`src/rtl/axi_wr_fill_seq_if.sv`:
```
// AXI4 write-channel bundle (AW/W/B) shared by the fill sequencer and its slave.
interface axi_wr_fill_seq_if #(
  parameter int ADDR_WIDTH = 32,
  parameter int DATA_WIDTH = 32,
  parameter int ID_WIDTH   = 4
);

  logic [ID_WIDTH-1:0]     AWID;
  logic [ADDR_WIDTH-1:0]   AWADDR;
  logic [7:0]              AWLEN;
  logic [2:0]              AWSIZE;
  logic [1:0]              AWBURST;
  logic                    AWVALID;
  logic                    AWREADY;

  logic [DATA_WIDTH-1:0]   WDATA;
  logic [DATA_WIDTH/8-1:0] WSTRB;
  logic                    WLAST;
  logic                    WVALID;
  logic                    WREADY;

  logic [ID_WIDTH-1:0]     BID;
  logic [1:0]              BRESP;
  logic                    BVALID;
  logic                    BREADY;

  modport master (
    output AWID, AWADDR, AWLEN, AWSIZE, AWBURST, AWVALID,
    input  AWREADY,
    output WDATA, WSTRB, WLAST, WVALID,
    input  WREADY,
    input  BID, BRESP, BVALID,
    output BREADY
  );

  modport slave (
    input  AWID, AWADDR, AWLEN, AWSIZE, AWBURST, AWVALID,
    output AWREADY,
    input  WDATA, WSTRB, WLAST, WVALID,
    output WREADY,
    output BID, BRESP, BVALID,
    input  BREADY
  );

endinterface

```
`src/rtl/axi_wr_fill_seq.sv`:
```
// AXI4 write fill sequencer: writes an incrementing pattern over a word range,
// one INCR burst outstanding at a time, bursts split at MAX_BURST and 4 KB lines.
//
// state  | meaning
// IDLE   | waiting for start
// AW     | presenting the burst address
// W      | streaming burst beats, WLAST on the final one
// B      | waiting for the write response
// DONE   | job finished; done pulses and busy drops on exit
module axi_wr_fill_seq #(
  parameter int ADDR_WIDTH = 32,
  parameter int DATA_WIDTH = 32,
  parameter int ID_WIDTH   = 4,
  parameter int MAX_BURST  = 16
) (
  input  logic                  ACLK,
  input  logic                  ARESETn,
  input  logic                  start,
  input  logic [ADDR_WIDTH-1:0] base_addr,
  input  logic [15:0]           num_words,
  input  logic [DATA_WIDTH-1:0] fill_data,
  output logic                  busy,
  output logic                  done,
  output logic                  err,
  axi_wr_fill_seq_if.master     axi
);

  localparam int BYTES = DATA_WIDTH / 8;
  localparam int SIZE  = $clog2(BYTES);
  localparam logic [ADDR_WIDTH-1:0] ALIGN_MASK = {ADDR_WIDTH{1'b1}} << SIZE;

  typedef enum logic [2:0] {
    S_IDLE,
    S_AW,
    S_W,
    S_B,
    S_DONE
  } state_t;

  state_t                state_q, state_d;
  logic [ADDR_WIDTH-1:0] addr_q, addr_d;
  logic [15:0]           rem_q, rem_d;
  logic [DATA_WIDTH-1:0] data_q, data_d;
  logic [8:0]            beats_q, beats_d;
  logic [8:0]            beat_cnt_q, beat_cnt_d;
  logic                  err_q, err_d;
  logic                  busy_q, busy_d;
  logic                  done_q, done_d;

  logic [12:0] bytes_to_4k;
  logic [16:0] words_to_4k;
  logic [16:0] lim;
  logic [8:0]  beats_w;
  logic        unused_bits;

  // Burst length only depends on registered address/remaining count, so the
  // AW fields stay stable for as long as AWVALID is held.
  always_comb begin
    bytes_to_4k = 13'h1000 - {1'b0, addr_q[11:0]};
    words_to_4k = 17'(bytes_to_4k >> SIZE);
    lim = {1'b0, rem_q};
    if (lim > 17'(MAX_BURST)) begin
      lim = 17'(MAX_BURST);
    end
    if (lim > words_to_4k) begin
      lim = words_to_4k;
    end
  end

  assign beats_w     = lim[8:0];
  assign unused_bits = ^{lim[16:9], axi.BID};

  always_ff @(posedge ACLK or negedge ARESETn) begin
    if (!ARESETn) begin
      state_q    <= S_IDLE;
      addr_q     <= '0;
      rem_q      <= '0;
      data_q     <= '0;
      beats_q    <= '0;
      beat_cnt_q <= '0;
      err_q      <= 1'b0;
      busy_q     <= 1'b0;
      done_q     <= 1'b0;
    end else begin
      state_q    <= state_d;
      addr_q     <= addr_d;
      rem_q      <= rem_d;
      data_q     <= data_d;
      beats_q    <= beats_d;
      beat_cnt_q <= beat_cnt_d;
      err_q      <= err_d;
      busy_q     <= busy_d;
      done_q     <= done_d;
    end
  end

  always_comb begin
    state_d    = state_q;
    addr_d     = addr_q;
    rem_d      = rem_q;
    data_d     = data_q;
    beats_d    = beats_q;
    beat_cnt_d = beat_cnt_q;
    err_d      = err_q;
    busy_d     = busy_q;
    done_d     = 1'b0;

    case (state_q)
      S_IDLE: begin
        if (start) begin
          err_d  = 1'b0;
          busy_d = 1'b1;
          if (num_words != 16'd0) begin
            addr_d  = base_addr & ALIGN_MASK;
            rem_d   = num_words;
            data_d  = fill_data;
            state_d = S_AW;
          end else begin
            state_d = S_DONE;
          end
        end
      end

      S_AW: begin
        if (axi.AWREADY) begin
          beats_d    = beats_w;
          beat_cnt_d = beats_w;
          state_d    = S_W;
        end
      end

      S_W: begin
        if (axi.WREADY) begin
          data_d     = data_q + 1'b1;
          beat_cnt_d = beat_cnt_q - 9'd1;
          if (beat_cnt_q == 9'd1) begin
            state_d = S_B;
          end
        end
      end

      S_B: begin
        if (axi.BVALID) begin
          if (axi.BRESP != 2'b00) begin
            err_d   = 1'b1;
            state_d = S_DONE;
          end else begin
            addr_d = addr_q + (ADDR_WIDTH'(beats_q) << SIZE);
            rem_d  = rem_q - {7'd0, beats_q};
            if (rem_q == {7'd0, beats_q}) begin
              state_d = S_DONE;
            end else begin
              state_d = S_AW;
            end
          end
        end
      end

      S_DONE: begin
        done_d  = 1'b1;
        busy_d  = 1'b0;
        state_d = S_IDLE;
      end

      default: begin
        state_d = S_IDLE;
      end
    endcase
  end

  assign axi.AWID    = ID_WIDTH'(0);
  assign axi.AWADDR  = addr_q;
  assign axi.AWLEN   = 8'(beats_w - 9'd1);
  assign axi.AWSIZE  = 3'(SIZE);
  assign axi.AWBURST = 2'b01;
  assign axi.AWVALID = (state_q == S_AW);

  assign axi.WDATA   = data_q;
  assign axi.WSTRB   = '1;
  assign axi.WLAST   = (state_q == S_W) && (beat_cnt_q == 9'd1);
  assign axi.WVALID  = (state_q == S_W);

  assign axi.BREADY  = (state_q == S_B);

  assign busy = busy_q;
  assign done = done_q;
  assign err  = err_q;

endmodule
```
`src/flat_wrapper.sv`:
```
// flat-port wrapper written by rule: the top's interface ports become plain ports
module axi_wr_fill_seq_flat 
#(
  parameter int ADDR_WIDTH = 32,
  parameter int DATA_WIDTH = 32,
  parameter int ID_WIDTH   = 4,
  parameter int MAX_BURST  = 16
)
  (ACLK, ARESETn, start, base_addr, num_words, fill_data, busy, done, err, axi_AWID, axi_AWADDR, axi_AWLEN, axi_AWSIZE, axi_AWBURST, axi_AWVALID, axi_AWREADY, axi_WDATA, axi_WSTRB, axi_WLAST, axi_WVALID, axi_WREADY, axi_BID, axi_BRESP, axi_BVALID, axi_BREADY);
  axi_wr_fill_seq_if #(.ADDR_WIDTH(ADDR_WIDTH), .DATA_WIDTH(DATA_WIDTH), .ID_WIDTH(ID_WIDTH)) axi_i ();
  input  logic ACLK;
  input  logic ARESETn;
  input  logic start;
  input  logic [ADDR_WIDTH-1:0] base_addr;
  input  logic [15:0] num_words;
  input  logic [DATA_WIDTH-1:0] fill_data;
  output logic busy;
  output logic done;
  output logic err;
  output wire logic [$bits(axi_i.AWID)-1:0] axi_AWID;
  output wire logic [$bits(axi_i.AWADDR)-1:0] axi_AWADDR;
  output wire logic [$bits(axi_i.AWLEN)-1:0] axi_AWLEN;
  output wire logic [$bits(axi_i.AWSIZE)-1:0] axi_AWSIZE;
  output wire logic [$bits(axi_i.AWBURST)-1:0] axi_AWBURST;
  output wire logic [$bits(axi_i.AWVALID)-1:0] axi_AWVALID;
  input wire logic [$bits(axi_i.AWREADY)-1:0] axi_AWREADY;
  output wire logic [$bits(axi_i.WDATA)-1:0] axi_WDATA;
  output wire logic [$bits(axi_i.WSTRB)-1:0] axi_WSTRB;
  output wire logic [$bits(axi_i.WLAST)-1:0] axi_WLAST;
  output wire logic [$bits(axi_i.WVALID)-1:0] axi_WVALID;
  input wire logic [$bits(axi_i.WREADY)-1:0] axi_WREADY;
  input wire logic [$bits(axi_i.BID)-1:0] axi_BID;
  input wire logic [$bits(axi_i.BRESP)-1:0] axi_BRESP;
  input wire logic [$bits(axi_i.BVALID)-1:0] axi_BVALID;
  output wire logic [$bits(axi_i.BREADY)-1:0] axi_BREADY;
  assign axi_AWID = axi_i.AWID;
  assign axi_AWADDR = axi_i.AWADDR;
  assign axi_AWLEN = axi_i.AWLEN;
  assign axi_AWSIZE = axi_i.AWSIZE;
  assign axi_AWBURST = axi_i.AWBURST;
  assign axi_AWVALID = axi_i.AWVALID;
  assign axi_i.AWREADY = axi_AWREADY;
  assign axi_WDATA = axi_i.WDATA;
  assign axi_WSTRB = axi_i.WSTRB;
  assign axi_WLAST = axi_i.WLAST;
  assign axi_WVALID = axi_i.WVALID;
  assign axi_i.WREADY = axi_WREADY;
  assign axi_i.BID = axi_BID;
  assign axi_i.BRESP = axi_BRESP;
  assign axi_i.BVALID = axi_BVALID;
  assign axi_BREADY = axi_i.BREADY;
  axi_wr_fill_seq #(.ADDR_WIDTH(ADDR_WIDTH), .DATA_WIDTH(DATA_WIDTH), .ID_WIDTH(ID_WIDTH), .MAX_BURST(MAX_BURST)) u_core (.ACLK(ACLK), .ARESETn(ARESETn), .start(start), .base_addr(base_addr), .num_words(num_words), .fill_data(fill_data), .busy(busy), .done(done), .err(err), .axi(axi_i));
endmodule
```
`config.mk`:
```
export PLATFORM = sky130hd
export DESIGN_NAME = axi_wr_fill_seq_flat
export DESIGN_NICKNAME = d
export VERILOG_FILES = /design/src/rtl/axi_wr_fill_seq_if.sv /design/src/rtl/axi_wr_fill_seq.sv /design/src/flat_wrapper.sv
export SDC_FILE = /design/constraint.sdc
export NUM_CORES = 1
export LEC_CHECK = 0
export CAP_MARGIN = 20
export CORE_MARGIN = 1.5
export CORE_UTILIZATION = 46
export DETAILED_ROUTE_END_ITERATION = 6
export PLACE_DENSITY = 0.77
export SKIP_CTS_REPAIR_TIMING = 1
export SLEW_MARGIN = 5
export SYNTH_ARGS = -nofsm -noshare
export SYNTH_HDL_FRONTEND = slang
export SYNTH_SLANG_ARGS = --single-unit
```
`constraint.sdc`:
```
create_clock -name ACLK -period 4.33 [get_ports ACLK]
set_input_delay 0.866 -clock ACLK [delete_from_list [all_inputs] [get_ports ACLK]]
set_output_delay 0.866 -clock ACLK [all_outputs]
set_load 0.02 [all_outputs]
```
# ---- After elaboration in Yosys (flattened, before gate mapping)
# Cells that the tools add are included.
dict set report op_classes {
  addsub 6
  multipliers 0
  div 0
  order_cmp 2
  eq_ne 14
  shift 0
  n_mux 35
  n_bitwise 0
  reduce_logical 15
}
# cell n
set ops {}
lappend ops {{$mux W32} 7}
lappend ops {{$pmux W32 S2} 2}
lappend ops {{$mux W16} 5}
lappend ops {{$add A32 B1 Y32 const B} 1}
lappend ops {{$add A32 B11 Y32} 1}
lappend ops {{$pmux W16 S2} 1}
lappend ops {{$mux W9} 3}
lappend ops {{$mux W3} 8}
lappend ops {{$pmux W9 S2} 1}
lappend ops {{$eq A16 B9 Y1} 1}
lappend ops {{$gt A16 B11 Y1} 1}
lappend ops {{$gt A16 B5 Y1 const B} 1}
lappend ops {{$reduce_bool A16 Y1} 1}
lappend ops {{$sub A16 B9 Y16} 1}
lappend ops {{$sub A13 B12 Y13 const A} 1}
lappend ops {{$pmux W3 S4} 1}
lappend ops {{$ne A2 B1 Y1 const B} 5}
lappend ops {{$reduce_and A5 Y1} 2}
lappend ops {{$reduce_bool A2 Y1} 5}
lappend ops {{$eq A9 B1 Y1 const B} 1}
lappend ops {{$sub A9 B1 Y9 const B} 1}
lappend ops {{$reduce_and A4 Y1} 2}
lappend ops {{$sub A8 B1 Y8 const B} 1}
lappend ops {{$eq A3 B2 Y1 const B} 2}
lappend ops {{other kinds (9)} 17}
dict set report word_totals {
  ff_bits 104
  latch_bits 0
  mem_bits_rw 0
  mem_bits_ro 0
  n_memories 0
}

# ---- Depth between registers and ports, before layout
dict set report logic_depth {
  depth_word 6
  depth_mapped 16
  mapped_depth_nobuf 16
}

# ---- Least setup slack after synthesis
# OpenSTA, ideal clock, no wires.
dict set report synth_timing {
  path_type {register -> output}
  startpoint {register u_core.addr_q[6] (netlist: u_core.axi.AWADDR[6])}
  endpoint {output port axi_AWLEN[4]}
  arrival_ps 3890
  required_ps 3464
  setup_slack_ps -426
  stages_incl_launch_ff 15
  n_path_buf 0
  cell_sequence {dfrtp_1 -> or3_4 -> or3_4 -> nor3b_4 -> xor2_2 -> ha_1 -> nand3_1 -> o21ai_0 -> o21ai_2 -> mux2_2 -> ha_1 -> a2111oi_0 -> a21oi_1 -> nand2_1 -> o21ai_0}
}
dict set report synth_between {
  elab_chain_cells 4
}
# element line
set synth_lines {}
lappend synth_lines {{from (decl)} axi_wr_fill_seq.sv:41} ;# logic [ADDR_WIDTH-1:0] addr_q, addr_d;
lappend synth_lines {{from (signal assigned)} axi_wr_fill_seq.sv:86} ;# addr_q <= addr_d;
lappend synth_lines {{$sub A13 B12 Y13 (*)} axi_wr_fill_seq.sv:59} ;# bytes_to_4k = 13'h1000 - {1'b0, addr_q[11:0]};
lappend synth_lines {{$gt A16 B11 Y1} axi_wr_fill_seq.sv:65} ;# if (lim > words_to_4k) begin
lappend synth_lines {{$mux W9 (*)} axi_wr_fill_seq.sv:65}
lappend synth_lines {{$sub A8 B1 Y8 (*)} axi_wr_fill_seq.sv:173} ;# assign axi.AWLEN = 8'(beats_w - 9'd1);
lappend synth_lines {{to (decl)} flat_wrapper.sv:22} ;# output wire logic [$bits(axi_i.AWLEN)-1:0] axi_AWLEN;
# Every way passes the cells marked *; elsewhere a longest branch is shown, timed or not.

# ---- Final worst setup path
dict set report layout_timing {
  startpoint {register u_core.addr_q[5] (netlist: u_core.axi.AWADDR[5])}
  endpoint {output port axi_AWLEN[4]}
}
# Same word-level chain as after synthesis.

==> summary.txt <==
Critical path
  • Arr. time, crit path: around 3.9 ns
  • Largest fanout on the critical path: 5
  • Required @ worst endpoint: around 3.5 ns
  • CP cell instances: or3_4, or3_4, or4_4, ha_4, nand2_1, nor4_2, nor2_1, o21ai_4, mux2_4, ha_4, a2111oi_4, a21oi_1, nand2_1, o21ai_4, buf_6
  • Reg2reg path depth: 14
  • Worst path depth: 15
  • Worst path max stage delay: around 0.45 ns
  • Critical path's slowest cell: or4_4
  • Setup crit start kind: flop
  • CP Class: flop to primary output
  • Family with the most delay on the worst path: simple AND/OR/NAND/NOR gates
  • Worst Setup End Kind: primary output
  • CP bufs+invs: 1

Logic synthesis
  • #FFs+latches synth: 102
  • Top FF cell, synth: dfrtp_1
  • Post-synth top area cell: dfrtp_1
  • Synth top area share: about a third
  • Sequential-to-total area share from yosys stat: roughly a third
  • Async S/R FF share, synth: 100%
  • Post-synthesis xor/xnor area fraction: under 10%
  • Compound-Gate Fraction of Synth Area: between 20% and 30%
  • Cell Area, Synth: about 7700 sq um
  • Synthesized area per cell: 8.07 sq um
  • Synth top cells by count: dfrtp_1 (102), a21oi_1 (92), nor2_1 (90)
  • Mux contribution to synthesized area: 1.14%
  • Main combinational cell family by area after synthesis: compound AO/OA/AOI/OAI gates
  • Ranking of synthesized cells by area: dfrtp_1 (33%), a21oi_1 (6.0%), ha_1 (5.7%), nor2_1 (4.4%), nand2_1 (4.4%)
  • Count of different cell masters after synthesis: 80
  • Synth Instances: 950
  • Post-synth EDFFs: 0
  • Simple-gate portion of the synthesized area: 23.0%
  • Count leader, synth: dfrtp_1
  • Ys Warns: 0
  • Area share of fa/ha/maj cells after synthesis: 6.24%

Floorplan
  • Full die area: 17400 sq um
  • # IOs: ~180
  • Die height: approximately 130 um
  • Die width: approximately 130 um
  • Initial core utilization: a little under half
  • Core area: about 16000 sq um
  • Number of core rows: 47

Route
  • DRT Pass-1 Iters: 6
  • DR WL/cell: 16.9 um
  • Remaining antenna violation count: 0
  • Detailed-route DRC error count: 0
  • Via count: 7948
  • Avg Vias per Cell: 5.81
  • WL final: 23100 um
  • First-iteration detailed-routing DRC count: 543

Layout
  • Area of the multi-input gates: roughly 5000 sq um
  • # fillers: 1384
  • Area Overhead vs Synth: 35.5%
  • Nets: 1272
  • Reg area: roughly 2600 sq um
  • Final Util: 63.3%
  • ANT cells: 0
  • Design Area, Final: approximately 10000 sq um
  • Layout Cells excl Fill: about 1.4k
  • Layout cells sized above 1: a little over an eighth

Placed design
  • Area after DPL: 9900 sq um
  • Placed cell count: 1347
  • IO Port Bufs: 162
  • RD Place Congestion: approximately 0.89
  • Setup slack at placement: -0.500 ns
  • DP HPWL: ~17000 um

Clock network
  • CTS tree: done
  • Total CTS buffers: 9
  • Clock slew at reported path FFs: 0.07 ns
  • Number of H-tree levels: 3
  • Worst-Skew Late Latency: 0.36 ns
  • Root buffer cell: clkbuf_16
  • Worst-case clock buffer depth: 2
  • CTS Sinks: ~100

STA
  • RSZ-0062 raised after global routing: true
  • Final setup viols: 3
  • Worst Tran Pin Value: 1.01 ns
  • Worst rel slew slack: about 32%
  • Hold Violations, Final: 0
  • Final worst-path setup slack: -0.390 ns
  • Maximum clock rate: between 200 and 250 MHz
  • Final Cycle Share: 109%
  • Tmin final: 4.72 ns
  • Setup TNS: -0.886 ns
  • Slew Limit Fails: 0
  • Clk_skew: 0.00987 ns

Status
  • Failing checks: negative setup slack
  • Outcome: finished, violations left

Pwr
  • Leakage power: approximately 4.3 nW
  • Worst vdd ir: around 0.38 mV
  • P per Cell Area: 806 nW/um^2

GRT
  • Initial antenna violation count: 0
  • Overflow after GRT: 0
  • Vias in the first global route: 7263
  • First-pass GRT wire length: 36700 um
  • Largest net degree at the start of global routing: 61
  • Overall Global Routing Usage: between 20% and 30%

Run
  • Total of max-cap violations: 0

Min path
  • Worst Hold Path Cells: 2
  • Hold Crit Class: flop to flop
path summary, 6_finish.rpt:
path                            slack (ns)                 start                   end
worst max-delay path                 -0.39  u_core.axi.AWADDR[5]          axi_AWLEN[4]
worst min-delay path                  0.50           u_core.busy           u_core.busy
worst max register to register        1.07       u_core.rem_q[5]  u_core.beat_cnt_q[2]
worst min register to register        0.50           u_core.busy           u_core.busy
max in group asynchronous             2.88               ARESETn       u_core.rem_q[7]
min in group asynchronous             0.51               ARESETn  u_core.beat_cnt_q[7]
where the power goes:
| group | switching [mW] | leakage (nW) | internal [mW] | total [mW] |
|---|---|---|---|---|
| Combinational | 3.07 | 2.93 | 2.50 | 5.57 |
| Clock | 0.402 | 0.145 | 0.416 | 0.818 |
| Sequential | 0.555 | 1.18 | 1.43 | 1.98 |
| Total | 4.03 | 4.26 | 4.34 | 8.37 |
layer usage:
layer	track usage [%]	vias to the layer above	wire length, um
met5	0	-	0
met2	40.0	273	10600
li1	-	3898	-
met1	36.0	3743	10400
met4	9.26	0	517
met3	4.92	34	1570
layout by cell type, fill, tap and decap left out, types with 5 or more instances in the layout:
cell and count:
a211oi_1 12, a21o_1 14, a21oi_1 91, a22oi_1 5, a311oi_1 5, a31o_2 6, a31oi_1 17, a41oi_1 9
and2_1 8, and3_1 16, buf_4 71, buf_6 6, clkbuf_16 9, clkdlybuf4s50_1 153, conb_1 21, dfrtp_1 98
ha_1 30, ha_4 5, inv_1 28, mux2_2 5, nand2_1 86, nand2b_1 7, nand3_1 42, nand4_1 24
nor2_1 89, nor2b_1 7, nor3_1 30, nor4_1 5, o211ai_1 8, o21a_1 8, o21ai_0 50, o22a_1 15
o22ai_1 16, o2bb2a_1 5, o31ai_1 6, or3_1 10, xnor2_1 13, xor2_1 9
cells by family after synthesis:
logic type,Yosys count
XOR/XNOR,23
flip-flops,102
AO/OA/AOI/OAI,317
adder cells (fa/ha/maj),37
AND/OR/NAND/NOR,358
other,2
buffers and inverters,103
multiplexers,8
area by class of cell:
| type | count | area share [%] |
|---|---|---|
| multi-input combinational | 764 | 47.7 |
| inverter | 32 | 1.16 |
| tap | 220 | 2.65 |
| sequential | 102 | 24.6 |
| timing repair buffer | 234 | 21.0 |
| clock buffer | 10 | 2.30 |
| clock inverter | 6 | 0.494 |
flip-flops by register name (all words and copies together) (netlist names):
signal and count:
u_core.done 1, u_core.axi.WDATA 32, u_core.state_q 3, u_core.err 1
u_core.beats_q 9, u_core.beat_cnt_q 9, u_core.rem_q 16, u_core.busy 1
u_core.axi.AWADDR 30
tightest hold or removal path, delay by kind of cell, from the launching register on:
kind | cells | cell delay [ns]
flops | 1 | 0.34
compound gates | 1 | 0.04
simple gates | 1 | 0.08
per-stage QoR:
step | hold slack (ns) | power (mW)
3_5_place_dp | 0.490 | 7.36
6_report | 0.502 | 8.37
4_1_cts | 0.508 | 8.21
5_1_grt | 0.536 | 9.02
2_1_floorplan | 0.475 | 5.39
3_3_place_gp | 0.486 | 7.26
No activity file was read; power rests on OpenSTA's default activity.
